## src/rtl/keccak_squeeze_ctrl.sv

```systemverilog
// Squeeze-phase sequencer for the Keccak engine: beat stream, re-permutation requests, digest length.
// Optional KECCAK_SQUEEZE_STATS_EN adds saturating beat and permutation counters.
module keccak_squeeze_ctrl #(
  parameter int DATA_BYTES        = 32,
  parameter int LEN_WIDTH         = 16,
  parameter int MODE_SEL_WIDTH    = 2,
  parameter int RATE_WIDTH        = 11,
  parameter int BYTE_ABSORB_WIDTH = 8
) (
  input  logic                         clk,
  input  logic                         rst,
  input  logic                         start_i,
  input  logic                         stop_i,
  input  logic [MODE_SEL_WIDTH-1:0]    keccak_mode_i,
  input  logic [RATE_WIDTH-1:0]        rate_i,
  input  logic [LEN_WIDTH-1:0]         xof_len_i,
  input  logic                         perm_needed_i,
  input  logic [DATA_BYTES-1:0]        unit_keep_i,
  output logic [BYTE_ABSORB_WIDTH-1:0] bytes_sq_o,
  output logic                         perm_start_o,
  input  logic                         perm_done_i,
  output logic                         valid_o,
  input  logic                         ready_i,
  output logic [DATA_BYTES-1:0]        keep_o,
  output logic                         last_o,
  output logic                         done_o,
  output logic                         busy_o
`ifdef KECCAK_SQUEEZE_STATS_EN
  ,
  output logic [15:0]                  beat_cnt_o,
  output logic [7:0]                   perm_cnt_o
`endif
);

  localparam logic [MODE_SEL_WIDTH-1:0] MODE_SHA3_256 = MODE_SEL_WIDTH'(0);
  localparam logic [MODE_SEL_WIDTH-1:0] MODE_SHA3_512 = MODE_SEL_WIDTH'(1);
  localparam int CW  = $clog2(DATA_BYTES + 1);
  localparam int RBW = RATE_WIDTH - 2;
  localparam int EW  = LEN_WIDTH + 1;

  typedef enum logic [1:0] {IDLE, EMIT, PERM, DONE} state_t;

  state_t                         state_q, state_d;
  logic [EW-1:0]                  target_q, emitted_q, len_rem;
  logic                           xof_q, bounded;
  logic [RBW-1:0]                 rate_bytes_q;
  logic [RATE_WIDTH:0]            rate_sum;
  logic [RBW:0]                   rate_cap, bytes_inc;
  logic [DATA_BYTES-1:0]          len_mask;
  logic [CW-1:0]                  unit_pop, keep_pop;
  logic [EW:0]                    emitted_sum;
  logic                           hs;

  function automatic logic [CW-1:0] popcount(input logic [DATA_BYTES-1:0] v);
    logic [CW-1:0] cnt;
    cnt = '0;
    for (int i = 0; i < DATA_BYTES; i++) cnt = cnt + CW'(v[i]);
    return cnt;
  endfunction

  // Rate in bits rounded up to whole bytes, then to whole beats, bounds the squeeze pointer.
  assign rate_sum  = {1'b0, rate_i} + (RATE_WIDTH + 1)'(7);
  assign rate_cap  = (({1'b0, rate_bytes_q} + (RBW + 1)'(DATA_BYTES - 1)) / (RBW + 1)'(DATA_BYTES))
                     * (RBW + 1)'(DATA_BYTES);
  assign bytes_inc = (RBW + 1)'(bytes_sq_o) + (RBW + 1)'(DATA_BYTES);

  assign bounded     = !xof_q || (target_q != '0);
  assign len_rem     = target_q - emitted_q;
  assign unit_pop    = popcount(unit_keep_i);
  assign keep_pop    = popcount(keep_o);
  assign emitted_sum = {1'b0, emitted_q} + (EW + 1)'(keep_pop);

  always_comb begin
    len_mask = '1;
    if (bounded && (len_rem < EW'(DATA_BYTES))) begin
      for (int i = 0; i < DATA_BYTES; i++) len_mask[i] = (EW'(i) < len_rem);
    end
  end

  // Next state and stream outputs; a stop wins over a permutation request on the same beat.
  always_comb begin
    state_d      = state_q;
    valid_o      = 1'b0;
    keep_o       = '0;
    last_o       = 1'b0;
    perm_start_o = 1'b0;
    done_o       = 1'b0;
    busy_o       = (state_q != IDLE);
    hs           = 1'b0;
    case (state_q)
      IDLE: if (start_i) state_d = EMIT;
      EMIT: begin
        valid_o = 1'b1;
        keep_o  = unit_keep_i & len_mask;
        last_o  = bounded && (len_rem <= EW'(unit_pop));
        hs      = ready_i;
        if (hs && last_o) state_d = DONE;
        else if (stop_i) state_d = DONE;
        else if (hs && perm_needed_i) begin
          state_d      = PERM;
          perm_start_o = 1'b1;
        end
      end
      PERM: begin
        if (stop_i) state_d = DONE;
        else if (perm_done_i) state_d = EMIT;
      end
      DONE: begin
        done_o  = 1'b1;
        state_d = IDLE;
      end
      default: state_d = IDLE;
    endcase
  end

  always_ff @(posedge clk) begin
    if (rst) begin
      state_q      <= IDLE;
      target_q     <= '0;
      emitted_q    <= '0;
      xof_q        <= 1'b0;
      rate_bytes_q <= '0;
      bytes_sq_o   <= '0;
    end else begin
      state_q <= state_d;
      case (state_q)
        IDLE: if (start_i) begin
          xof_q        <= (keccak_mode_i != MODE_SHA3_256) && (keccak_mode_i != MODE_SHA3_512);
          rate_bytes_q <= rate_sum[RATE_WIDTH:3];
          bytes_sq_o   <= '0;
          emitted_q    <= '0;
          if (keccak_mode_i == MODE_SHA3_256)      target_q <= EW'(32);
          else if (keccak_mode_i == MODE_SHA3_512) target_q <= EW'(64);
          else                                     target_q <= EW'(xof_len_i);
        end
        EMIT: if (hs) begin
          emitted_q <= emitted_sum[EW] ? '1 : emitted_sum[EW-1:0];
          if (!last_o && !stop_i) begin
            if (perm_needed_i)             bytes_sq_o <= '0;
            else if (bytes_inc < rate_cap) bytes_sq_o <= BYTE_ABSORB_WIDTH'(bytes_inc);
          end
        end
        DONE: bytes_sq_o <= '0;
        default: ;
      endcase
    end
  end

`ifdef KECCAK_SQUEEZE_STATS_EN
  // Statistics restart with every accepted squeeze and stick at their maximum.
  always_ff @(posedge clk) begin
    if (rst || (state_q == IDLE && start_i)) begin
      beat_cnt_o <= '0;
      perm_cnt_o <= '0;
    end else begin
      if (hs && beat_cnt_o != '1) beat_cnt_o <= beat_cnt_o + 16'd1;
      if (perm_start_o && perm_cnt_o != '1) perm_cnt_o <= perm_cnt_o + 8'd1;
    end
  end
`endif

endmodule

```

## config.mk

```make
export PLATFORM = sky130hd
export DESIGN_NAME = keccak_squeeze_ctrl
export DESIGN_NICKNAME = d
export VERILOG_FILES = /design/src/rtl/keccak_squeeze_ctrl.sv
export SDC_FILE = /design/constraint.sdc
export NUM_CORES = 1
export LEC_CHECK = 0
export BUFFER_PORTS_ARGS = -buffer_cell sky130_fd_sc_hd__buf_2
export CAP_MARGIN = 20
export CORE_AREA = 2 2 104 106
export DETAILED_ROUTE_END_ITERATION = 10
export DIE_AREA = 0 0 106 108
export PLACE_DENSITY = 0.83
export SLEW_MARGIN = 15
export SYNTH_ARGS = -nofsm -noshare
export SYNTH_HDL_FRONTEND = slang
export SYNTH_SLANG_ARGS = --single-unit
```

## constraint.sdc

```tcl
create_clock -name clk -period 14.74 [get_ports clk]
set_input_delay 0.737 -clock clk [delete_from_list [all_inputs] [get_ports clk]]
set_output_delay 0.737 -clock clk [all_outputs]
set_load 0.01 [all_outputs]
```

Yosys cells after proc, flatten, opt, wreduce, memory -nomap -nowiden
Cells that the tools add are included.

storage, ports and cells
  register bits after elaboration = 54
  output and inout bits = 45

operators by class
  add/sub/neg operators = 67
  $lt $le $gt $ge = 35
  equality and inequality tests = 11
  multiplexer cells = 29
  bitwise gates (word level) = 1
  reduce and logical (&&, ||, !) cells = 21

operators by type and width
  cell                   number
  $add 6x1->6            52
  $lt 5x17->1 const A    16
  $lt 4x17->1 const A    8
  $lt 3x17->1 const A    4
  $mux 32                2
  $mux 17                3
  $mux 8                 5
  $lt 1x17->1 const A    2
  $lt 2x17->1 const A    2
  $pmux 17 s2            1
  $and 32x32->32         1
  $mux 16                2
  $pmux 8 s3             1
  $add 17x6->18          1
  $le 17x6->1            1
  $lt 17x6->1 const B    1
  $reduce_bool 17->1     1
  $sub 17x17->17         1
  $add 11x3->12 const B  1
  $add 5x1->6            2
  $mux 2                 6
  $add 4x1->5            2
  $add 9x5->10 const B   1
  $lt 9x10->1            1
  21 further kinds       47

Logic depth before layout (Yosys ltp)
  depth in word-level cells = 41
  mapped depth = 33

Worst setup path after synthesis
No wires, ideal clock.

  path type = reg2reg
  from = register emitted_q[7]
  to = register emitted_q[10]
  setup time = 0.116 ns
  arrival = 7.873 ns
  data required time = 14.624 ns
  setup slack = 6.751 ns
  cell stages (with the launch flop) = 32
  buffers on the path = 4
  clock period less this slack = 7.989 ns
  cells stage by stage = dfxtp_1 > clkbuf_1 > inv_1 > ha_1 > nand2_1 > nor2_1 > a41o_1 > or3_1 > a2111oi_0 > and4_1 > buf_4 > nand3b_4 > buf_6 > buf_6 > o211a_1 > fa_1 > inv_1 > fa_1 > fa_1 > fa_1 > fa_1 > fa_1 > fa_1 > inv_1 > fa_1 > a21o_1 > a21oi_1 > o21bai_1 > a21oi_1 > o21ba_2 > or4_1 > o211a_1

on the way
  elaborated cells on any way between the ends = 73

RTL lines
  item                          line  text
  from (decl)                   44    logic [EW-1:0] target_q, emitted_q, len_rem;
  from (signal assigned)        137   emitted_q <= emitted_sum[EW] ? '1 : emitted_sum[EW-1:0];
  $sub 17x17->17 *              68    assign len_rem = target_q - emitted_q;
  $lt 17x6->1                   75    if (bounded && (len_rem < EW'(DATA_BYTES))) begin
  $logic_and 1x1->1             75
  $mux 32 *                     75
  $and 32x32->32 *              94    keep_o = unit_keep_i & len_mask;
  $mux 32 *                     90    case (state_q)
  via keep_o[7]                 24    output logic [DATA_BYTES-1:0] keep_o,
  $add 6x1->6 * (25 in series)  57    for (int i = 0; i < DATA_BYTES; i++) cnt = cnt + CW'(v[i]);
  $add 17x6->18 *               71    assign emitted_sum = {1'b0, emitted_q} + (EW + 1)'(keep_pop);
  $mux 17 *                     137
  $mux 17 *                     136   EMIT: if (hs) begin
  $pmux 17 s2 *                 126   case (state_q)

Mark *: on every way through the listed nets, which the timed path passes. The rest lies on a longest branch. The select of a mux whose other input is x is not followed.
A chain may end at the register's enable or synchronous reset.

Worst setup path in the final report
  from = register emitted_q[8]
  to = register emitted_q[14]

on the way
  longest elaborated chain between the ends = 41
  elaborated cells on any way between the ends = 73

RTL lines
  item                        line
  $sub 17x17->17              68
  $lt 17x6->1                 75
  $logic_and 1x1->1           75
  $mux 32                     75
  $and 32x32->32              94
  $mux 32                     90
  $add 1x1->2                 57
  $add 2x1->3                 57
  $add 3x1->4                 57
  $add 4x1->5                 57
  $add 5x1->6                 57
  $add 6x1->6 (26 in series)  57
  $add 17x6->18 *             71
  $mux 17 *                   137
  $mux 17 *                   136
  $pmux 17 s2 *               126

Mark *: on every way between the ends. The rest lies on a longest branch, timed or not. The select of a mux whose other input is x is not followed.

==> run metrics <==
hpwl dp around 14,000 um; minimum clock period 8.98 ns; area of the multi-input gates between 4000 and 5000 um^2; ys async rst share 0; Worst path depth 26; post-route cell area between 6000 and 7000 um^2; count leader, synth inv_1; Placed Instance Area approximately 6600 um^2; full die area 11,400 um^2; XOR/XNOR Fraction of Synth Area 0.0350; Reg-to-Reg End emitted_q[14]; routability congestion estimate from global placement 0.983; post-route clock skew ~0.018 ns; #FFs+latches synth 48; Nets around 1,000; largest net degree at the start of global routing 52; Tcrit/Tclk final 0.609; CTS resizes 0; filler instances ~880; most instantiated cells after synthesis 86 x inv_1, 73 x nand2_1, 65 x a21oi_1; FF-to-FF setup slack between 5 and 6 ns; nature of the critical path endpoint flop; RSZ-0062 raised after global routing no; synth warn 0; total clock sinks 48; number of max-cap violations 0; Die Y 108 um; Tot Pwr around 1100 uW; critical path required time 14.97 ns; first-pass GRT wire length 27,300 um; Mapped Cells between 700 and 800; Cell variety after synth 71; Hold Startpoint xof_q; share of cells above drive strength 1 0.157; deepest clock path buffer count 2; global route hottest layer met2; via count of the routed design 5,825; hold path cells 2; Hold Path Class reg2reg; static leakage around 0.0032 uW; Initial Util 0.588; PnR worst setup slack 5.76 ns; Total Routed Length between 15,000 and 20,000 um; f_max between 100 and 150 MHz; slew margin rel. 0.358; ANT nets after route 0; cell area after synthesis approximately 6000 um^2; setup TNS 0 ns; WHS Endpoint xof_q; Adder-Cell Fraction of Synth Area 0.270; area leader, netlist fa_1; Root Driver clkbuf_8; final core occ 0.654; startpoint types flop; Num CTS Buffers 5; CTS tree done; met3 GRT Util 0.0392; Die W approximately 110 um; PortBufs approximately 110; largest family of logic cells by synthesized area adder cells; vias in the first global route roughly 5,600; Top cell by count, worst path fa_1; cts-stage hold buffer count 0; GRT met2 Usage 0.505; core area 10,200 um^2; Post-synth EDFFs 0; I/O pin count around 110; Bufs and invs on worst path 2; Via density 6.02; Finish-stage setup viols 0; grt ovf 0; Pwr per Cell Area 166 nW/um^2; Post-Place Worst Slack 5.87 ns; reg2reg start emitted_q[8]; post-synth top area share 0.170; Synth Area in Compound Gates 0.257; Detailed Routing Iterations Pass 1 5; Area contributors post-synth fa_1 17%, dfxtp_1 16%, ha_1 10%, a21oi_1 5.4%, inv_1 5.4%; CTS HTree Levels 2; worst slew pin tran 0.956 ns; critical path fanouts, max 21; syn_area_per_cell roughly 8 um^2; Top delay family on crit path adder cells; peak supply drop roughly 0.19 mV; Area Overhead vs Synth 11.2%; simple-gate share of the synthesized area 0.185; Clk pin slew, worst setup/hold paths around 0.10 ns; register area between 900 and 1000 um^2; Seq/Total Area, Yosys 0.160; Primary FF master, synth dfxtp_1; Tot GR Track Use 0.298; Slew Viols, Final 0; CP arrival a little over 9 ns; initial drt markers between 400 and 500; outcome completed; mux contribution to synthesized area 0.00833; final hold viol count 0; # rows 37; kind of critical path reg2reg; met1 GRT Util 0.419; diodes inserted 0; setup bufs post-CTS 0; DRC 0; routed len/inst 17.8 um; CP peak stage delay between 0.6 and 0.7 ns; Worst R2R Path Depth 26; slowest cell on the critical path and2_1; Clock Latency Late Sink just over 0.3 ns; initial antenna violation count 0
## routing by layer
metal / wire, um / up-vias
li1: - / 2810
met1: 7800 / 2795
met2: 8160 / 207
met3: 1160 / 13
met4: 119 / 0
met5: 0 / -
## logic make-up (layout without fill, tap and decap cells)
kind of cell             count (synthesis)  count (layout)
AO/OA/AOI/OAI                          226             226
XOR/XNOR                                24              24
adder cells (fa/ha/maj)                 99              99
buffers and inverters                  125             204
flip-flops                              48              48
multiplexers                             5               5
other                                    1               5
AND/OR/NAND/NOR                        221             221
## layout make-up
class                   count  share of cell area
clock buffers               6              0.0124
clock inverters             2             0.00580
inverters                  87              0.0488
multi-input cells         580               0.682
flip-flops and latches     48               0.144
well taps                 136              0.0254
repair buffers            109              0.0823
## cells in the final DEF (no fill, tap or decap), drive strengths merged, types with 4 or more instances in the layout
cell,Yosys,routed
buf,12,109
inv,86,86
nand2,73,73
a21oi,67,67
fa,51,51
ha,48,48
dfxtp,48,48
nor2,37,37
o21ai,35,35
nand3,24,24
a21o,17,17
nor3,17,17
xnor2,15,15
o211ai,14,14
a211oi,14,14
o211a,12,12
nand2b,11,11
xor2,9,9
a31oi,9,9
and2,9,9
o21a,8,8
and3,8,8
nor4,6,6
o311a,6,6
a311oi,6,6
clkbuf,26,6
o311ai,6,6
or4,5,5
or3,5,5
mux2i,5,5
conb,1,5
nor3b,4,4
nand4,4,4
nor2b,4,4
nand3b,4,4
## how the worst max path moves through the flow
stage | endpoint | start | slack [ns]
floorplan | emitted_q[10] | emitted_q[7] | 6.75
global placement | emitted_q[10] | target_q[0] | 6.14
detailed placement | emitted_q[14] | target_q[0] | 5.87
CTS | emitted_q[14] | target_q[0] | 5.86
global route | emitted_q[14] | emitted_q[8] | 5.04
finish | emitted_q[14] | emitted_q[8] | 5.76
## metrics by stage
step / cells / hold slack, ns
after floorplan: 753 / 0.432
after CTS: 968 / 0.456
final: 968 / 0.461
after global placement: 960 / 0.438
after detailed placement: 960 / 0.442
after global routing: 968 / 0.475
## flip-flops by register name, summed over array words and instances, names as in the netlist
register	flops
rate_bytes_q	9
xof_q	1
bytes_sq_o	3
emitted_q	17
state_q	2
target_q	16
## power by group
group	switching (uW)	leakage, uW	internal [uW]
clock	46.9	0.0000614	55.5
combinational	487	0.00272	372
sequential	8.89	0.000391	139
## tightest hold or removal path, stage by stage (launching register included)
cell and delay, ns:
dfxtp_1 0.32, nand2_1 0.05, a21oi_1 0.05
Power figures use the tool's default switching activity.
